## src/rtl/uart_frame_pkg.sv

```systemverilog
// Shared types and helpers for the framed UART byte-stream codec.
package uart_frame_pkg;

  typedef enum logic [1:0] {
    R_HUNT,
    R_DATA,
    R_CHK,
    R_DONE
  } rx_state_t;

  typedef enum logic [2:0] {
    T_IDLE,
    T_SOF,
    T_DATA,
    T_CHK,
    T_GAP
  } tx_state_t;

  localparam logic [1:0] CODE_CHECKSUM = 2'b01;
  localparam logic [1:0] CODE_TIMEOUT  = 2'b10;

  // Number of whole bytes needed to carry a word of the given width.
  function automatic int ceil_div(input int width, input int size);
    return (width + size - 1) / size;
  endfunction

endpackage

```

## src/rtl/uart_frame_ser.sv

```systemverilog
// TX serializer: turns one wide word into SOF, payload (MSB byte first)
// and an optional additive checksum byte, paced by the UART_TX handshake.
module uart_frame_ser
  import uart_frame_pkg::*;
#(
  parameter int                   DATA_SIZE   = 8,
  parameter int                   TX_WIDTH    = 38,
  parameter logic [DATA_SIZE-1:0] SOF         = 8'hA5,
  parameter int                   CHECKSUM_EN = 1
) (
  input  logic                 clk,
  input  logic                 rst,
  input  logic                 tx_word_start,
  input  logic [TX_WIDTH-1:0]  tx_word,
  input  logic                 tx_byte_ready,
  output logic                 tx_busy,
  output logic                 tx_byte_start,
  output logic [DATA_SIZE-1:0] tx_byte
);

  localparam int TX_COUNT = ceil_div(TX_WIDTH, DATA_SIZE);
  localparam int PAD_W    = TX_COUNT * DATA_SIZE;
  localparam int CNT_W    = $clog2(TX_COUNT + 1);

  tx_state_t            state, state_n;
  tx_state_t            ret, ret_n;
  logic [PAD_W-1:0]     shift, shift_n;
  logic [CNT_W-1:0]     cnt, cnt_n;
  logic [DATA_SIZE-1:0] sum, sum_n;
  logic                 busy_n, start_n;
  logic [DATA_SIZE-1:0] byte_n;
  logic [PAD_W-1:0]     word_pad;

  // Modulo-2^DATA_SIZE sum of all payload bytes (padding bytes are zero).
  function automatic logic [DATA_SIZE-1:0] payload_sum(input logic [PAD_W-1:0] w);
    logic [DATA_SIZE-1:0] s;
    s = '0;
    for (int i = 0; i < TX_COUNT; i++) s = s + w[i*DATA_SIZE +: DATA_SIZE];
    return s;
  endfunction

  assign word_pad = PAD_W'(tx_word);

  // Next-state and output decode; every emit detours through T_GAP, whose
  // ret register says where to resume (T_IDLE meaning the frame is done).
  always_comb begin
    state_n = state;
    ret_n   = ret;
    shift_n = shift;
    cnt_n   = cnt;
    sum_n   = sum;
    busy_n  = tx_busy;
    start_n = 1'b0;
    byte_n  = tx_byte;
    case (state)
      T_IDLE: begin
        if (tx_word_start) begin
          shift_n = word_pad;
          sum_n   = payload_sum(word_pad);
          cnt_n   = '0;
          busy_n  = 1'b1;
          state_n = T_SOF;
        end
      end
      T_SOF: begin
        if (tx_byte_ready) begin
          start_n = 1'b1;
          byte_n  = SOF;
          ret_n   = T_DATA;
          state_n = T_GAP;
        end
      end
      T_DATA: begin
        if (tx_byte_ready) begin
          start_n = 1'b1;
          byte_n  = shift[PAD_W-1 -: DATA_SIZE];
          shift_n = shift << DATA_SIZE;
          cnt_n   = cnt + CNT_W'(1);
          if (cnt == CNT_W'(TX_COUNT - 1)) ret_n = (CHECKSUM_EN != 0) ? T_CHK : T_IDLE;
          else                             ret_n = T_DATA;
          state_n = T_GAP;
        end
      end
      T_CHK: begin
        if (tx_byte_ready) begin
          start_n = 1'b1;
          byte_n  = sum;
          ret_n   = T_IDLE;
          state_n = T_GAP;
        end
      end
      T_GAP: begin
        // Ready is ignored here: UART_TX only drops it the cycle after start.
        state_n = ret;
        if (ret == T_IDLE) busy_n = 1'b0;
      end
      default: state_n = T_IDLE;
    endcase
  end

  // State, datapath and registered outputs; reset aborts any frame at once.
  always_ff @(posedge clk or posedge rst) begin
    if (rst) begin
      state         <= T_IDLE;
      ret           <= T_IDLE;
      shift         <= '0;
      cnt           <= '0;
      sum           <= '0;
      tx_busy       <= 1'b0;
      tx_byte_start <= 1'b0;
      tx_byte       <= '0;
    end else begin
      state         <= state_n;
      ret           <= ret_n;
      shift         <= shift_n;
      cnt           <= cnt_n;
      sum           <= sum_n;
      tx_busy       <= busy_n;
      tx_byte_start <= start_n;
      tx_byte       <= byte_n;
    end
  end

endmodule

```

## src/rtl/uart_frame_codec.sv

```systemverilog
// Framed byte-stream codec: RX frame hunter/assembler with checksum and
// inter-byte timeout, plus an independent TX serializer.
module uart_frame_codec
  import uart_frame_pkg::*;
#(
  parameter int                   DATA_SIZE      = 8,
  parameter int                   TX_WIDTH       = 38,
  parameter int                   RX_WIDTH       = 65,
  parameter logic [DATA_SIZE-1:0] SOF            = 8'hA5,
  parameter int                   CHECKSUM_EN    = 1,
  parameter int                   TIMEOUT_CYCLES = 20000
) (
  input  logic                 clk,
  input  logic                 rst,
  input  logic                 rx_byte_valid,
  input  logic [DATA_SIZE-1:0] rx_byte,
  output logic                 rx_word_valid,
  output logic [RX_WIDTH-1:0]  rx_word,
  output logic                 rx_err,
  output logic [1:0]           rx_err_code,
  input  logic                 tx_word_start,
  input  logic [TX_WIDTH-1:0]  tx_word,
  output logic                 tx_busy,
  output logic                 tx_byte_start,
  output logic [DATA_SIZE-1:0] tx_byte,
  input  logic                 tx_byte_ready
);

  localparam int RX_COUNT = ceil_div(RX_WIDTH, DATA_SIZE);
  localparam int RX_PAD_W = RX_COUNT * DATA_SIZE;
  localparam int RX_CNT_W = $clog2(RX_COUNT + 1);
  localparam int TMR_W    = (TIMEOUT_CYCLES > 0) ? $clog2(TIMEOUT_CYCLES + 1) : 1;

  rx_state_t             rx_st, rx_st_n;
  logic [RX_PAD_W-1:0]   asm_q, asm_n, asm_shift;
  logic [RX_CNT_W-1:0]   cnt, cnt_n;
  logic [DATA_SIZE-1:0]  sum, sum_n;
  logic [TMR_W-1:0]      tmr, tmr_n;
  logic [RX_WIDTH-1:0]   word_n;
  logic                  vld_n, err_n;
  logic [1:0]            code_n;
  logic                  timed_out;

  assign asm_shift = (asm_q << DATA_SIZE) | RX_PAD_W'(rx_byte);
  assign timed_out = (TIMEOUT_CYCLES != 0) && (tmr == TMR_W'(TIMEOUT_CYCLES));

  // RX next-state decode. The result strobe is issued on the edge that
  // accepts the final byte; R_DONE then hunts like R_HUNT so an SOF
  // arriving right behind a frame is not lost.
  always_comb begin
    rx_st_n = rx_st;
    asm_n   = asm_q;
    cnt_n   = cnt;
    sum_n   = sum;
    tmr_n   = tmr;
    word_n  = rx_word;
    vld_n   = 1'b0;
    err_n   = 1'b0;
    code_n  = rx_err_code;
    case (rx_st)
      R_HUNT, R_DONE: begin
        rx_st_n = R_HUNT;
        tmr_n   = '0;
        if (rx_byte_valid && (rx_byte == SOF)) begin
          rx_st_n = R_DATA;
          asm_n   = '0;
          cnt_n   = '0;
          sum_n   = '0;
        end
      end
      R_DATA: begin
        if (rx_byte_valid) begin
          tmr_n = '0;
          asm_n = asm_shift;
          sum_n = sum + rx_byte;
          cnt_n = cnt + RX_CNT_W'(1);
          if (cnt == RX_CNT_W'(RX_COUNT - 1)) begin
            if (CHECKSUM_EN != 0) begin
              rx_st_n = R_CHK;
            end else begin
              rx_st_n = R_DONE;
              vld_n   = 1'b1;
              word_n  = asm_shift[RX_WIDTH-1:0];
            end
          end
        end else if (timed_out) begin
          rx_st_n = R_HUNT;
          err_n   = 1'b1;
          code_n  = CODE_TIMEOUT;
        end else begin
          tmr_n = tmr + TMR_W'(1);
        end
      end
      R_CHK: begin
        if (rx_byte_valid) begin
          tmr_n = '0;
          if (rx_byte == sum) begin
            rx_st_n = R_DONE;
            vld_n   = 1'b1;
            word_n  = asm_q[RX_WIDTH-1:0];
          end else begin
            rx_st_n = R_HUNT;
            err_n   = 1'b1;
            code_n  = CODE_CHECKSUM;
          end
        end else if (timed_out) begin
          rx_st_n = R_HUNT;
          err_n   = 1'b1;
          code_n  = CODE_TIMEOUT;
        end else begin
          tmr_n = tmr + TMR_W'(1);
        end
      end
      default: rx_st_n = R_HUNT;
    endcase
  end

  // RX state, assembly register, timeout counter and registered results.
  always_ff @(posedge clk or posedge rst) begin
    if (rst) begin
      rx_st         <= R_HUNT;
      asm_q         <= '0;
      cnt           <= '0;
      sum           <= '0;
      tmr           <= '0;
      rx_word       <= '0;
      rx_word_valid <= 1'b0;
      rx_err        <= 1'b0;
      rx_err_code   <= 2'b00;
    end else begin
      rx_st         <= rx_st_n;
      asm_q         <= asm_n;
      cnt           <= cnt_n;
      sum           <= sum_n;
      tmr           <= tmr_n;
      rx_word       <= word_n;
      rx_word_valid <= vld_n;
      rx_err        <= err_n;
      rx_err_code   <= code_n;
    end
  end

  uart_frame_ser #(
    .DATA_SIZE   (DATA_SIZE),
    .TX_WIDTH    (TX_WIDTH),
    .SOF         (SOF),
    .CHECKSUM_EN (CHECKSUM_EN)
  ) u_ser (
    .clk           (clk),
    .rst           (rst),
    .tx_word_start (tx_word_start),
    .tx_word       (tx_word),
    .tx_byte_ready (tx_byte_ready),
    .tx_busy       (tx_busy),
    .tx_byte_start (tx_byte_start),
    .tx_byte       (tx_byte)
  );

endmodule

```

## config.mk

```make
export PLATFORM = sky130hd
export DESIGN_NAME = uart_frame_codec
export DESIGN_NICKNAME = d
export VERILOG_FILES = /design/src/rtl/uart_frame_pkg.sv /design/src/rtl/uart_frame_ser.sv /design/src/rtl/uart_frame_codec.sv
export SDC_FILE = /design/constraint.sdc
export NUM_CORES = 1
export LEC_CHECK = 0
export CAP_MARGIN = 10
export CORE_MARGIN = 5
export CORE_UTILIZATION = 60
export DETAILED_ROUTE_END_ITERATION = 16
export PLACE_DENSITY_LB_ADDON = 0.3
export SLEW_MARGIN = 0
export SYNTH_ARGS = -nofsm -noshare
export SYNTH_HDL_FRONTEND = slang
export SYNTH_SLANG_ARGS = --single-unit
```

## constraint.sdc

```tcl
create_clock -name clk -period 13 [get_ports clk]
set_input_delay 2.6 -clock clk [delete_from_list [all_inputs] [get_ports clk]]
set_output_delay 2.6 -clock clk [all_outputs]
set_load 0.005 [all_outputs]
```

==> metrics.txt <==
status complete, no violations; Async S/R FF share, synth between 90% and 100%; CTS max path bufs 3; post-synthesis cell area 10410 um^2; Syn Area/Cell 11.68 um^2; gr usage total 22.31%; Initial Utilization 60.58%; Rows 48; die height 141.7 um; Worst-Margin Slew between 1000 and 1500 ps; library cells used by synthesis 54; max cap viols 0; port bufs 129; clock latency on the worst-skew pair 510 ps; vias per cell 5.618; Overflow after GRT 0; #FFs+latches synth 229; Yosys top cell by area dfrtp_1; sequential share of the synthesized area between 50% and 60%; reg2reg end rx_word[57]; worst path cell trace clkdlybuf4s50_1 > inv_1 > fa_1 > fa_1 > fa_1 > inv_1 > ha_1 > fa_1 > a211oi_1 > o21bai_1 > a21oi_1 > xnor2_1 > o21ai_0; largest fanout on the critical path 3; Area growth syn-to-layout 21.69%; total power 2.029 mW; antenna viol nets, final 0; Slowest Stage Delay on Critical Path 600 ps; RSZ-0062 raised after global routing no; global-route wire length before repair 36870 um; layout cells sized above 1 11.63%; Synth Instances 891; R2R Setup Slk ~10000 ps; CP endpoint u_ser.sum[7]; CTS tree done; CTS clk-pin slew, worst paths 60 ps; # Post-CTS Setup Buffers 0; CP max stage cell fa_1; DP Wirelength roughly 14000 um; Clock Root Buffer clkbuf_16; I/O pin count 130; Leak 5.950 nW; final wirelength approximately 22000 um; CTS Hold Bufs 0; Slew Viols, Final 0; final hold slack 478.8 ps; min Tclk post-route about 5800 ps; number of global-route vias before repair approximately 7000; worst r2r src sum[5]; Worst setup startpoint tx_word[1]; top cells by area, synth dfrtp_1 55%, a22o_1 6.7%, mux2_4 4.2%, mux2_2 3.9%, fa_1 3.8%; syn nets 986; Avg WL per Cell 17.64 um; H-tree Lvls 1; fin area 12660 um^2; Setup-failing EPs final 0; final core utilization 73.73%; nets between 1000 and 1500; skew final between 15 and 20 ps; Pwr Density roughly 160 nW/um^2; DRC 0; final worst-path cycle share 44.74%; DR iter-0 viols 572; Hold/Removal Path Class reg2reg; routability cong. about 0.84; CTS buffer count 24; Max IR drop VDD 0.1220 mV; CP most frequent cell fa_1; relative slew slack between 20% and 30%; Die W 141.7 um; Pre-antenna DRT Iters 5; final hold violations 0; Post-CTS Resized 0; CTS Sinks 229; CP required about 13000 ps; CP Class in2reg; antenna violations before repair 1; core area 17180 um^2; dpl cell area about 12000 um^2; endpoint class of the critical path flop; Max Fclk 0.1720 GHz; Post-synth EDFFs 0; crit path DAT ~6200 ps; Worst R2R Path Depth 5; Yosys warning count 0; die footprint 20080 um^2; largest net degree at the start of global routing approximately 150; CP Launch Type input pin; Synth top area share 55.07%; Post-synth top flop dfrtp_1; setup TNS 0 ps; via count 7017
==> kinds of logic (layout without fill, tap and decap cells) <==
| kind of cell | count (synthesis) | count (layout) | synth area share (%) |
|---|---|---|---|
| xor gates and xnor gates | 29 | 29 | 2.441 |
| buffers and inverters | 107 | 239 | 4.978 |
| muxes | 65 | 65 | 8.080 |
| adders and majority gates | 44 | 44 | 6.733 |
| AOI/OAI and AO/OA | 191 | 191 | 13.02 |
| and+or+nand+nor | 226 | 226 | 9.679 |
| DFF | 229 | 229 | 55.07 |
| other | 0 | 1 | 0 |
==> layout by cell type, fill, tap and decap left out, types with 3 or more instances in the layout <==
cell	netlist	final
nor3b_1	4	4
dfrtp_1	229	229
nand4_1	4	4
mux2_4	29	29
nor2_1	73	73
nand2b_1	3	3
bufinv_16	0	6
mux2_2	36	36
a21o_1	6	6
buf_4	4	5
nor2b_1	6	6
nand3_1	15	15
clkbuf_8	0	4
xnor2_1	16	16
a22o_1	80	79
a31oi_1	16	16
clkinv_2	0	3
a221oi_1	5	5
o21ai_0	37	37
clkbuf_1	21	4
xor2_1	13	13
o21ai_1	3	3
ha_1	24	24
and3_1	5	4
inv_1	61	60
o22ai_1	4	4
nand2_1	94	94
a21oi_1	27	27
fa_1	20	20
and2_1	3	3
clkbuf_16	0	25
nor3_1	4	4
clkdlybuf4s50_1	0	129
==> cell usage after synthesis, types with 3 or more instances <==
cell / count
fa_1: 20
buf_2: 9
nand2_1: 94
nand3_1: 15
o21ai_0: 37
a21oi_1: 27
nor3b_1: 4
nand4_1: 4
and3_1: 5
nor3_1: 4
clkbuf_1: 21
mux2_4: 29
mux2_2: 36
inv_1: 61
a22o_1: 80
a21o_1: 6
nor2_1: 73
nand2b_1: 3
and2_1: 3
a221oi_1: 5
buf_1: 4
buf_12: 3
xor2_1: 13
xnor2_1: 16
buf_6: 4
a31oi_1: 16
o21ai_1: 3
o22ai_1: 4
nor2b_1: 6
ha_1: 24
dfrtp_1: 229
buf_4: 4
==> through the flow <==
| stage | instances | setup WS, ps |
|---|---|---|
| 2_1_floorplan | 891 | 4124 |
| 3_3_place_gp | 1204 | 6717 |
| 3_5_place_dp | 1204 | 6658 |
| 4_1_cts | 1248 | 7183 |
| 5_1_grt | 1249 | 6997 |
| 6_report | 1249 | 7184 |
==> worst max-delay path, delay by kind of cell <==
kind,cells,cell delay [ps]
xor gates and xnor gates,1,120
AOI/OAI and AO/OA,4,660
adders and majority gates,5,2210
buffers and inverters,3,570
==> per-layer routing <==
metal	track usage, %	part of all wire, %
met5	0	0
met4	5.253	2.2
met3	2.730	4.5
met2	37.07	49
met1	31.88	44
==> report_power, final <==
| part | internal (mW) | switching (mW) | total, mW |
|---|---|---|---|
| Combinational | 0.165 | 0.227 | 0.393 |
| Sequential | 0.808 | 0.0566 | 0.865 |
| Clock | 0.493 | 0.278 | 0.771 |
| Total | 1.47 | 0.562 | 2.03 |
==> worst min-delay path by stage <==
stage               depth (start not counted)  slack (ps)             from              end
floorplan                                   2         440  u_ser.shift[30]  u_ser.shift[38]
global placement                            2         450  u_ser.shift[30]  u_ser.shift[38]
detailed placement                          2         460  u_ser.shift[30]  u_ser.shift[38]
CTS                                         2         480  u_ser.shift[30]  u_ser.shift[38]
global route                                2         510     u_ser.sum[1]     u_ser.sum[1]
finish                                      2         480  u_ser.shift[30]  u_ser.shift[38]
==> sequential cells by signal, summed over array words and instances, names as in the netlist, 4 cells and up <==
name,count
asm_q,65
cnt,4
sum,8
u_ser.shift,40
tmr,15
u_ser.tx_byte,8
rx_word,65
u_ser.sum,8
==> cell type report <==
class | count | area (um^2)
sequential | 229 | 5731
fill | 1198 | 4513
multi-input combinational | 555 | 4178
timing repair buffer | 134 | 1329
clock buffer | 33 | 695.7
tap | 225 | 281.5
inverter | 61 | 236.5
clock inverter | 11 | 210.2
antenna | 1 | 2.502
No activity file was read; power rests on OpenSTA's default activity.
